File: config.mk
export PLATFORM = sky130hd
export DESIGN_NAME = reg_write_arbiter
export DESIGN_NICKNAME = d
export VERILOG_FILES = /design/src/rtl/reg_write_arbiter_pkg.sv /design/src/rtl/enabled_reg.sv /design/src/rtl/reg_write_arbiter.sv
export SDC_FILE = /design/constraint.sdc
export NUM_CORES = 1
export LEC_CHECK = 0
export ABC_AREA = 1
export CAP_MARGIN = 20
export CELL_PAD_IN_SITES_DETAIL_PLACEMENT = 1
export CELL_PAD_IN_SITES_GLOBAL_PLACEMENT = 1
export CORE_MARGIN = 2
export CORE_UTILIZATION = 32
export DETAILED_ROUTE_END_ITERATION = 7
export PLACE_DENSITY_LB_ADDON = 0.1
export SYNTH_ARGS = -nofsm -noshare
export SYNTH_HDL_FRONTEND = slang
export SYNTH_SLANG_ARGS = --single-unit
File: constraint.sdc
create_clock -name clk -period 2.4 [get_ports clk]
set_clock_uncertainty 0.15 [all_clocks]
set_input_delay 0.24 -clock clk [delete_from_list [all_inputs] [get_ports clk]]
set_output_delay 0.24 -clock clk [all_outputs]
set_load 0.02 [all_outputs]
File: src/rtl/reg_write_arbiter_pkg.sv
// Shared definitions for the three-requester register write arbiter:
// FSM encodings, requester count, default data width and the round-robin pick.
package reg_write_arbiter_pkg;

    localparam int NREQ          = 3;
    localparam int DEFAULT_WIDTH = 4;

    typedef enum logic [1:0] {
        IDLE  = 2'd0,
        GRANT = 2'd1,
        HOLD  = 2'd2
    } state_t;

    // First requesting index scanning (owner+1), (owner+2), owner, all mod 3.
    function automatic logic [1:0] rr_pick(input logic [2:0] req, input logic [1:0] owner);
        logic [1:0] pick;
        logic       found;
        int         idx;
        pick  = owner;
        found = 1'b0;
        for (int k = 1; k <= NREQ; k++) begin
            idx = (int'(owner) + k) % NREQ;
            if (!found && req[idx]) begin
                pick  = 2'(idx);
                found = 1'b1;
            end
        end
        return pick;
    endfunction

    function automatic logic [2:0] one_hot3(input logic [1:0] idx);
        logic [2:0] oh;
        oh = 3'b000;
        oh[idx] = 1'b1;
        return oh;
    endfunction

endpackage

File: src/rtl/enabled_reg.sv
// WIDTH-bit register loaded when enable is high, cleared by async active-high reset.
// One cycle from d to q; no backpressure, enable alone decides when it loads.
module enabled_reg #(
    parameter int WIDTH = 4
) (
    input  logic             clk,
    input  logic             reset,
    input  logic             enable,
    input  logic [WIDTH-1:0] d,
    output logic [WIDTH-1:0] q
);

    always_ff @(posedge clk or posedge reset) begin
        if (reset) begin
            q <= '0;
        end else if (enable) begin
            q <= d;
        end
    end

endmodule

File: src/rtl/reg_write_arbiter.sv
// Round-robin arbiter granting one of three requesters a write into a shared register.
// Grant registered at the sampling edge, write lands one edge later; a winner keeps gnt until it drops req.
module reg_write_arbiter #(
    parameter int WIDTH = reg_write_arbiter_pkg::DEFAULT_WIDTH,
    parameter int NREQ  = reg_write_arbiter_pkg::NREQ
) (
    input  logic             clk,
    input  logic             reset,
    input  logic [2:0]       req,
    input  logic [WIDTH-1:0] d0,
    input  logic [WIDTH-1:0] d1,
    input  logic [WIDTH-1:0] d2,
    output logic [2:0]       gnt,
    output logic             done,
    output logic [1:0]       owner,
    output logic [WIDTH-1:0] q,
    output logic             busy
);
    import reg_write_arbiter_pkg::*;

    state_t           state, state_nxt;
    logic [2:0]       gnt_nxt;
    logic             done_nxt;
    logic [1:0]       owner_nxt;
    logic [1:0]       win, win_nxt;
    logic             reg_en;
    logic [WIDTH-1:0] reg_d;

    // owner resets to 2 so the first arbitration after reset starts at requester 0.
    always_ff @(posedge clk or posedge reset) begin
        if (reset) begin
            state <= IDLE;
            gnt   <= 3'b000;
            done  <= 1'b0;
            owner <= 2'd2;
            win   <= 2'd0;
        end else begin
            state <= state_nxt;
            gnt   <= gnt_nxt;
            done  <= done_nxt;
            owner <= owner_nxt;
            win   <= win_nxt;
        end
    end

    always_comb begin
        state_nxt = state;
        gnt_nxt   = gnt;
        done_nxt  = 1'b0;
        owner_nxt = owner;
        win_nxt   = win;
        reg_en    = 1'b0;
        case (state)
            IDLE: begin
                if (|req) begin
                    win_nxt   = rr_pick(req, owner);
                    gnt_nxt   = one_hot3(win_nxt);
                    state_nxt = GRANT;
                end else begin
                    gnt_nxt = 3'b000;
                end
            end
            GRANT: begin
                reg_en    = 1'b1;
                owner_nxt = win;
                done_nxt  = 1'b1;
                state_nxt = HOLD;
            end
            HOLD: begin
                // owner already points at the winner here, so this tests the holder's own request.
                if (!req[owner]) begin
                    state_nxt = IDLE;
                    gnt_nxt   = 3'b000;
                end
            end
            default: begin
                state_nxt = IDLE;
                gnt_nxt   = 3'b000;
            end
        endcase
    end

    always_comb begin
        case (win)
            2'd0:    reg_d = d0;
            2'd1:    reg_d = d1;
            default: reg_d = d2;
        endcase
    end

    enabled_reg #(.WIDTH(WIDTH)) u_shared_reg (
        .clk    (clk),
        .reset  (reset),
        .enable (reg_en),
        .d      (reg_d),
        .q      (q)
    );

    assign busy = (state != IDLE);

endmodule

==> summary.md, run 1 <==
| Metric | Value |
|---|---|
| Outcome | `finished clean` |
| CTS resizes | `0` |
| CP startpoint kind | `register` |
| Cts hold-fix bufs | `0` |
| Setup Viol. Count Final | `0` |
| Count leader, synth | `nand3_1` |
| Die ar. | `roughly 3300 µm²` |
| I/O pin count | `28` |
| Commonest cells post-synth | `31 x nand3_1, 29 x nand2_1, 13 x dfrtp_1` |
| Mapped Nets | `roughly 150` |
| Sequential fraction of the synthesis area | `0.389` |
| Largest net degree at the start of global routing | `15` |
| WHS | `~0.15 ns` |
| TritonCTS Buffers | `3` |
| Max FO, Critical Path | `8` |
| DR vias | `1,007` |
| Drt wl/cell | `about 14 µm` |
| Unrepaired setup endpoints after global routing | `false` |
| Die Y-Extent | `~57 µm` |
| Layout cell share with drive strength beyond 1 | `0.115` |
| Post-CTS Setup Inserts | `0` |
| Critical-path cell list | `inv_1 -> ha_1 -> inv_2 -> nand3_1 -> nand2_1 -> nand3_1 -> nand3_1 -> nand3_1 -> o21bai_1` |
| Remaining antenna violation count | `0` |
| ANT cells | `0` |
| Worst Hold Class | `in -> async` |
| Final min period | `between 2 and 2.5 ns` |
| Initial antenna violation count | `0` |
| Worst-Skew Late Latency | `between 0.2 and 0.3 ns` |
| YS warnings | `0` |
| Area occupied by registers | `around 350 µm²` |
| Die W | `roughly 57 µm` |
| Total Nets Final | `between 150 and 200` |
| Max incr delay on CP | `roughly 0.46 ns` |
| IO buf count | `27` |
| DRC Markers | `0` |
| Unique cell type count in the Yosys netlist | `22` |
| Multi-input logic area | `between 400 and 500 µm²` |
| Post-Syn Area per Cell | `7.18 µm²` |
| Relative slew margins | `0.639` |
| Worst VDD drop | `a little over 0.7 mV` |
| Leakage power | `0.000582 µW` |
| Placer Congestion | `0.904` |
| Total power | `about 1700 µW` |
| WP data arrival | `2.15 ns` |
| Post-DP HPWL | `roughly 2.1 mm` |
| Post-synth ARST share | `1.00` |
| Cell type with the largest total area after synthesis | `dfrtp_1` |
| Core footprint | `2710 µm²` |
| Root buffer cell | `clkbuf_4` |
| Drt via density | `roughly 5.4` |
| Initial drt markers | `37` |
| Actual slew at the worst max-slew pin | `~0.54 ns` |
| GR Util All Layers | `0.171` |
| Worst setup slack after layout | `roughly 0.29 ns` |
| Max Clk Rate | `~0.47 GHz` |
| Setup WS pre-CTS | `between 0.3 and 0.4 ns` |
| Htree depth | `1` |
| CP endpoint kind | `register` |
| Area Growth Syn to Fin | `38.2%` |
| Number of flops mapped to enable cells by yosys | `0` |
| Slowest CP cell | `dfrtp_1` |
| Synth Register Bits | `14` |
| Largest cells by area after synthesis | `dfrtp_1 36%, nand3_1 17%, nand2_1 12%` |
| Syn Inst Count | `roughly 130` |
| CTS Buffer Depth | `2` |
| Count of final hold-check violations | `0` |
| Final worst path period share | `0.877` |
| Max-Cap Viols | `0` |
| WP data required | `~2.5 ns` |
| Total Routed Length | `between 2 and 3 mm` |
| Main synth FF type | `dfrtp_1` |
| Register clock-pin slew on the reported worst setup and hold paths | `roughly 0.08 ns` |
| Post-route setup TNS | `0 ns` |
| PD cells | `around 1400 nW/µm²` |
| CTS tree | `built` |
| Initial Utilization | `0.334` |
| Filler instances | `about 350` |
| Top-area cell type share of the netlist area | `0.360` |
| Most used cell, CP | `nand3_1` |
| Vias in the first global route | `997` |
| Clock net sink count | `14` |
| WS Path Type | `reg -> reg` |
| Iteration count of the initial detailed-routing pass | `4` |
| Mapped Area | `905 µm²` |
| Slew Viols, Final | `0` |
| Site Rows | `19` |
| Grt ovf | `0` |
| First-pass GRT wire length | `between 4 and 5 mm` |
==> metrics by stage <==
stage	area [µm²]	std cells	utilization
2_1_floorplan	905	126	-
3_3_place_gp	1210	184	0.448
3_5_place_dp	1210	184	0.448
4_1_cts	1250	188	0.461
5_1_grt	1250	188	0.461
6_report	1250	188	0.461
==> report_power, final <==
part           total [µW]  switching, µW  leakage (µW)  internal (µW)
registers             431           80.9      0.000171            350
logic                1110            687      0.000390            426
clock network         168           75.5     0.0000210           92.2
==> worst max-delay path, delay by kind of cell (launching register included) <==
| kind | cells | cell delay (ns) |
|---|---|---|
| adder cells (fa/ha/maj) | 1 | 0.41 |
| AND/OR/NAND/NOR | 5 | 0.60 |
| AO/OA/AOI/OAI | 1 | 0.17 |
| buffers and inverters | 2 | 0.25 |
| flip-flops | 1 | 0.46 |
==> cells in the final DEF, fill, tap and decap left out <==
cell type	netlist	routed
o21ai_1	2	2
a21oi_1	4	4
dfrtp_1	13	13
clkdlybuf4s50_1	0	27
or2_0	1	1
a21boi_0	2	2
o21bai_1	2	2
clkbuf_4	0	3
nor2_2	1	1
nand2_2	3	3
nand2_1	29	29
inv_1	10	10
nand2_4	1	1
clkinv_1	1	1
clkbuf_8	0	1
o21ai_0	4	4
dfstp_2	1	1
o31ai_1	1	1
ha_1	2	2
a31oi_2	1	1
a31oi_1	4	4
nand3_2	1	1
inv_2	6	6
nor2_1	6	6
nand3_1	31	31
==> per-layer routing <==
layer  global-route usage  wire [µm]
met5                    0          0
met4               0.0299          8
met3               0.0476        135
met2                0.276       1220
met1                0.233       1210
==> layout make-up <==
cell class / instances / area share
clock buffer: 4 / 0.0290
multi-input combinational: 95 / 0.391
timing repair buffer: 27 / 0.216
tap: 31 / 0.0310
inverter: 17 / 0.0511
sequential: 14 / 0.281
==> registers in the layout, indices dropped and copies added (netlist names) <==
register,flops
state,2
gnt,3
owner,2
done,1
u_shared_reg.q,4
win,2
==> path summary, 6_finish.rpt <==
| check | from | endpoint | slack, ns | cells past startpoint |
|---|---|---|---|---|
| hold reg to reg | gnt[2] | gnt[2] | 0.35 | 2 |
| setup reg to reg | owner[0] | gnt[1] | 0.29 | 9 |
| hold / removal | reset | owner[0] | 0.15 | 2 |
| max in group asynchronous | reset | owner[1] | 1.59 | 2 |
| setup / recovery | owner[0] | gnt[1] | 0.29 | 9 |
| min in group clk | gnt[2] | gnt[2] | 0.35 | 2 |
==> logic make-up (layout without fill, tap and decap cells) <==
logic type               Yosys count  after routing  synth area share
AND/OR/NAND/NOR                   73             73             0.375
AO/OA/AOI/OAI                     20             20             0.138
buffers and inverters             17             48            0.0705
flip-flops                        14             14             0.389
adder cells (fa/ha/maj)            2              2            0.0277
No activity file was read; power rests on OpenSTA's default activity.
==> run 2, diff against run 1 <==
- PLACE_DENSITY: default -> 0.81
- PLACE_DENSITY_LB_ADDON: 0.1 -> default
==> run 2 against run 1 <==
Final cell count unchanged. Sequential power up 2%. Highest routed layer unchanged. Worst hold slack worse by 0.0097 ns. Combinational power about the same. Clock power about the same. Total power up 0.52%. Sequential cell count unchanged. Largest power group unchanged.
==> summary.md, run 2 (same netlist as run 1, synthesis figures left out) <==
| Metric | Value |
|---|---|
| Outcome | `finished clean` |
| DR vias | `a little under 1,000` |
| Largest net degree at the start of global routing | `15` |
| Critical-path cell list | `inv_1 -> ha_1 -> inv_2 -> nand3_1 -> nand2_1 -> nand3_1 -> nand3_1 -> nand3_1 -> o21bai_1` |
| Unrepaired setup endpoints after global routing | `false` |
| Max FFs per register | `4` |
| Die ar. | `3270 µm²` |
| Cell Count, Final, Fillers Out | `roughly 190` |
| CP startpoint kind | `register` |
| Initial Utilization | `0.334` |
| Total Nets Final | `about 180` |
| Count of final hold-check violations | `0` |
| TritonCTS Buffers | `3` |
| Layout cell share with drive strength beyond 1 | `0.115` |
| Met3 usage | `0.0454` |
| PD cells | `1380 nW/µm²` |
| Filler instances | `roughly 360` |
| Max incr delay on CP | `0.47 ns` |
| Worst-Skew Late Latency | `~0.28 ns` |
| Actual slew at the worst max-slew pin | `0.526 ns` |
| I/O pin count | `28` |
| WS Path Type | `reg -> reg` |
| CTS Buffer Depth | `2` |
| ANT cells | `0` |
| Slew Viols, Final | `0` |
| Initial antenna violation count | `0` |
| Most frequent cells in the layout | `31 x nand3_1, 29 x nand2_1, 27 x clkdlybuf4s50_1` |
| IO buf count | `27` |
| WP data arrival | `approximately 2.2 ns` |
| Core footprint | `around 2700 µm²` |
| M2 GR Usage | `0.281` |
| Placer Congestion | `between 0.9 and 1` |
| M1 GR Usage | `0.225` |
| GR Util All Layers | `0.170` |
| Remaining antenna violation count | `0` |
| Root buffer cell | `clkbuf_4` |
| Die Y-Extent | `around 57 µm` |
| Post-DP HPWL | `between 2 and 2.5 mm` |
| Cts hold-fix bufs | `0` |
| Site Rows | `19` |
| Post-route setup TNS | `0 ns` |
| Commonest non-fill, non-tap cell in the layout | `nand3_1` |
| CP endpoint kind | `register` |
| Final worst path period share | `0.905` |
| Total Routed Length | `2.62 mm` |
| First-pass GRT wire length | `between 4 and 5 mm` |
| Iteration count of the initial detailed-routing pass | `4` |
| CTS tree | `built` |
| Worst VDD drop | `around 0.83 mV` |
| Max-Cap Viols | `0` |
| Slowest CP cell | `dfrtp_1` |
| Die W | `around 57 µm` |
| Worst Hold Class | `in -> async` |
| Drt wl/cell | `13.9 µm` |
| Grt ovf | `0` |
| Area Growth Syn to Fin | `38.2%` |
| WP data required | `2.45 ns` |
| Top reg by flops | `u_shared_reg.q` |
| Max Clk Rate | `roughly 0.46 GHz` |
| Largest regs | `u_shared_reg.q (4), gnt (3)` |
| Initial drt markers | `22` |
| DP Cell Count | `between 150 and 200` |
| CTS resizes | `0` |
| Area occupied by registers | `roughly 350 µm²` |
| Leakage power | `about 0.00058 µW` |
| Register clock-pin slew on the reported worst setup and hold paths | `about 0.090 ns` |
| Final min period | `2.17 ns` |
| DRC Markers | `0` |
| Relative slew margins | `0.649` |
| Multi-input logic area | `489 µm²` |
| Most used cell, CP | `nand3_1` |
| Post-CTS Setup Inserts | `0` |
| Drt via density | `roughly 5.2` |
| Setup Viol. Count Final | `0` |
| Htree depth | `1` |
| Busiest metal layer after global routing | `met2` |
| Vias in the first global route | `a little under 1,000` |
| Max FO, Critical Path | `8` |
| Clock net sink count | `14` |
[run 2: cell counts in the layout (fill, tap and decap cells not counted)]
No cell type changed its count.
[run 2: layout make-up]
| type | instances | share of cell area |
|---|---|---|
| multi-input combinational | 95 | 0.391 |
| timing repair buffer | 27 | 0.216 |
| tap | 31 | 0.0310 |
| sequential | 14 | 0.281 |
| inverter | 17 | 0.0511 |
| clock buffer | 4 | 0.0290 |
[run 2: power by group]
group	leakage [µW]	total [µW]	switching, µW	internal [µW]
Sequential	0.000171	440	90.1	350
Clock	0.0000210	170	77.6	92.3
Combinational	0.000390	1110	685	425
[run 2: worst max-delay path: cells and delay by family (launching register included)]
kind | cells | cell delay, ns
DFF | 1 | 0.47
adders and majority gates | 1 | 0.41
AOI/OAI and AO/OA | 1 | 0.17
and+or+nand+nor | 5 | 0.62
buffers and inverters | 2 | 0.26
[run 2: routing by layer]
layer	up-vias	part of all wire	routed length, µm
met5	-	0	0
li1	483	-	-
met3	4	0.031	82
met1	471	0.49	1280
met4	0	0.0080	21
met2	14	0.47	1240
[run 2: final timing paths]
kind                           from       end  slack (ns)  cells past startpoint
min reg2reg                  gnt[2]    gnt[2]        0.36                      2
max                        owner[0]    gnt[1]        0.23                      9
min                           reset  owner[0]        0.14                      2
max reg2reg                owner[0]    gnt[1]        0.23                      9
min in group clk             gnt[2]    gnt[2]        0.36                      2
max in group asynchronous     reset  owner[1]        1.60                      2
[run 2: metrics by stage]
| step | area [µm²] | hold WS [ns] | worst slack, ns | util | power (µW) |
|---|---|---|---|---|---|
| after floorplan | 905 | -0.0215 | 0.397 | - | 1170 |
| after global placement | 1210 | 0.315 | 0.370 | 0.448 | 1520 |
| after detailed placement | 1210 | 0.350 | 0.292 | 0.448 | 1550 |
| after CTS | 1250 | 0.162 | 0.255 | 0.461 | 1730 |
| after global routing | 1250 | 0.182 | 0.0588 | 0.461 | 1870 |
| final | 1250 | 0.136 | 0.228 | 0.461 | 1720 |
==> run 3, diff against run 2 <==
- SETUP_SLACK_MARGIN: default -> 0.2
==> run 3 against run 2 <==
Sequential power about the same. Critical path type unchanged. Maximum frequency up 5.0%. Cell area up 0.30%. Setup slack better by 0.10 ns. Critical endpoint unchanged. Register-to-register slack better by 0.10 ns. Final cell count unchanged. Clock power about the same. Utilization up 0.14 points. Routed wire length up 1.9%. Die area unchanged. Critical path depth unchanged. Total power up 0.53%.
==> summary.md, run 3 (same netlist as run 1, synthesis figures left out) <==
| Metric | Value |
|---|---|
| Commonest non-fill, non-tap cell in the layout | `nand3_1` |
| WS Path Type | `reg -> reg` |
| Unrepaired setup endpoints after global routing | `false` |
| Max Clk Rate | `0.483 GHz` |
| Initial Utilization | `0.334` |
| Worst Hold Class | `in -> async` |
| Final instance area | `around 1300 µm²` |
| Worst-Skew Late Latency | `0.28 ns` |
| PD cells | `between 1000 and 1500 nW/µm²` |
| Crit path from | `owner[1]` |
| CP endpoint kind | `register` |
| P_int | `875 µW` |
| Vias in the first global route | `~970` |
| Max FO, Critical Path | `6` |
| WP data required | `2.45 ns` |
| R2R cell count | `9` |
| Root buffer cell | `clkbuf_4` |
| Largest net degree at the start of global routing | `15` |
| Drt wl/cell | `approximately 14 µm` |
| Post-DP HPWL | `around 2.1 mm` |
| Register clock-pin slew on the reported worst setup and hold paths | `around 0.090 ns` |
| Actual slew at the worst max-slew pin | `between 0.5 and 0.6 ns` |
| WP data arrival | `2.12 ns` |
| CP startpoint kind | `register` |
| CTS tree | `built` |
| Clock power frac | `0.098` |
| Relative slew margins | `0.650` |
| Total Nets Final | `about 180` |
| Filler instances | `about 360` |
| Setup crit end | `gnt[1]` |
| Top reg by flops | `u_shared_reg.q` |
| IO buf count | `27` |
| Count of final hold-check violations | `0` |
| DP Area | `1210 µm²` |
| Switching power | `around 850 µW` |
| DRC Markers | `0` |
| Grt ovf | `0` |
| Max-Cap Viols | `0` |
| Initial antenna violation count | `0` |
| Setup WS pre-CTS | `approximately 0.29 ns` |
| CTS Buffer Depth | `2` |
| Most frequent cells in the layout | `31 x nand3_1, 29 x nand2_1, 27 x clkdlybuf4s50_1` |
| DR vias | `968` |
| Cell Count, Final, Fillers Out | `188` |
| Iteration count of the initial detailed-routing pass | `4` |
| Gate power share | `0.646` |
| Worst VDD drop | `0.833 mV` |
| Remaining antenna violation count | `0` |
| Max FFs per register | `4` |
| Core footprint | `roughly 2700 µm²` |
| Placer Congestion | `approximately 0.91` |
| Final min period | `between 2 and 2.5 ns` |
| Post-CTS Setup Inserts | `0` |
| Largest regs | `u_shared_reg.q (4), gnt (3)` |
| Die Y-Extent | `around 57 µm` |
| Final worst path period share | `0.862` |
| I/O pin count | `28` |
| Initial drt markers | `14` |
| Slew Viols, Final | `0` |
| GR Util All Layers | `0.170` |
| First-pass GRT wire length | `about 4.3 mm` |
| Setup Viol. Count Final | `0` |
| Outcome | `finished clean` |
| Leakage power | `about 0.00058 µW` |
| Switching share of power | `0.494` |
| Area Growth Syn to Fin | `38.6%` |
| RR Endpoint | `gnt[1]` |
| Die ar. | `about 3300 µm²` |
| Worst setup slack after layout | `around 0.33 ns` |
| Total Routed Length | `between 2 and 3 mm` |
| Worst r2r src | `owner[1]` |
| DP Cell Count | `about 180` |
| Htree depth | `1` |
| Die W | `between 50 and 60 µm` |
| ANT cells | `0` |
| FF-to-FF setup slack | `roughly 0.33 ns` |
| Drt via density | `approximately 5.1` |
| Layout cell share with drive strength beyond 1 | `0.127` |
| Clock net sink count | `14` |
| Site Rows | `19` |
| Post-route setup TNS | `0 ns` |
| TritonCTS Buffers | `3` |
| Share of power burned in registers | `0.256` |
-- run 3: cell counts in the layout (fill, tap and decap cells not counted) --
Identical to the previous run, type by type.
-- run 3: power by group through the flow --
stage / sequential [µW] / clock (µW) / combinational, µW
3_5_place_dp: 443 / 0 / 1110
5_1_grt: 459 / 180 / 1240
4_1_cts: 439 / 173 / 1120
3_3_place_gp: 434 / 0 / 1090
6_report: 443 / 170 / 1120
2_1_floorplan: 514 / 0 / 656
-- run 3: what timing repair did --
action                     CTS  global route
gates resized for setup      0             2
hold buffers                 0             0
setup endpoints to repair    0             5
-- run 3: layer usage --
layer | up-vias | part of all wire | track usage
li1 | 483 | - | -
met1 | 469 | 0.49 | 0.225
met2 | 12 | 0.48 | 0.281
met3 | 4 | 0.028 | 0.0454
met4 | 0 | 0.0079 | 0.0399
met5 | - | 0 | 0
-- run 3: final cells by class --
cell class,count,area [µm²],area share
clock buffer,4,36.3,0.0289
timing repair buffer,27,270,0.216
multi-input combinational,95,492,0.392
tap,31,38.8,0.0309
inverter,17,63.8,0.0509
sequential,14,353,0.281
-- run 3: how the worst min path moves through the flow --
stage | end | slack (ns) | cells past startpoint
after CTS | owner[0] | 0.16 | 2
after detailed placement | gnt[2] | 0.35 | 2
after global placement | gnt[2] | 0.32 | 2
after floorplan | done | -0.02 | 1
final | done | 0.14 | 2
after global routing | state[0] | 0.18 | 2
-- run 3: worst max-delay path: stages (launching register included) --
cell and delay [ns]:
dfstp_2 0.58, inv_1 0.10, ha_1 0.27, inv_2 0.14, nand3_1 0.10, nand2_1 0.12
nand3_1 0.12, nand3_1 0.14, nand3_1 0.10, o21bai_1 0.17
-- run 3: per-stage QoR --
| stage | hold slack, ns | power [µW] | util |
|---|---|---|---|
| final | 0.138 | 1730 | 0.463 |
| after global routing | 0.182 | 1880 | 0.463 |
| after CTS | 0.162 | 1730 | 0.461 |
| after detailed placement | 0.350 | 1550 | 0.448 |
| after global placement | 0.315 | 1520 | 0.448 |
| after floorplan | -0.0215 | 1170 | - |
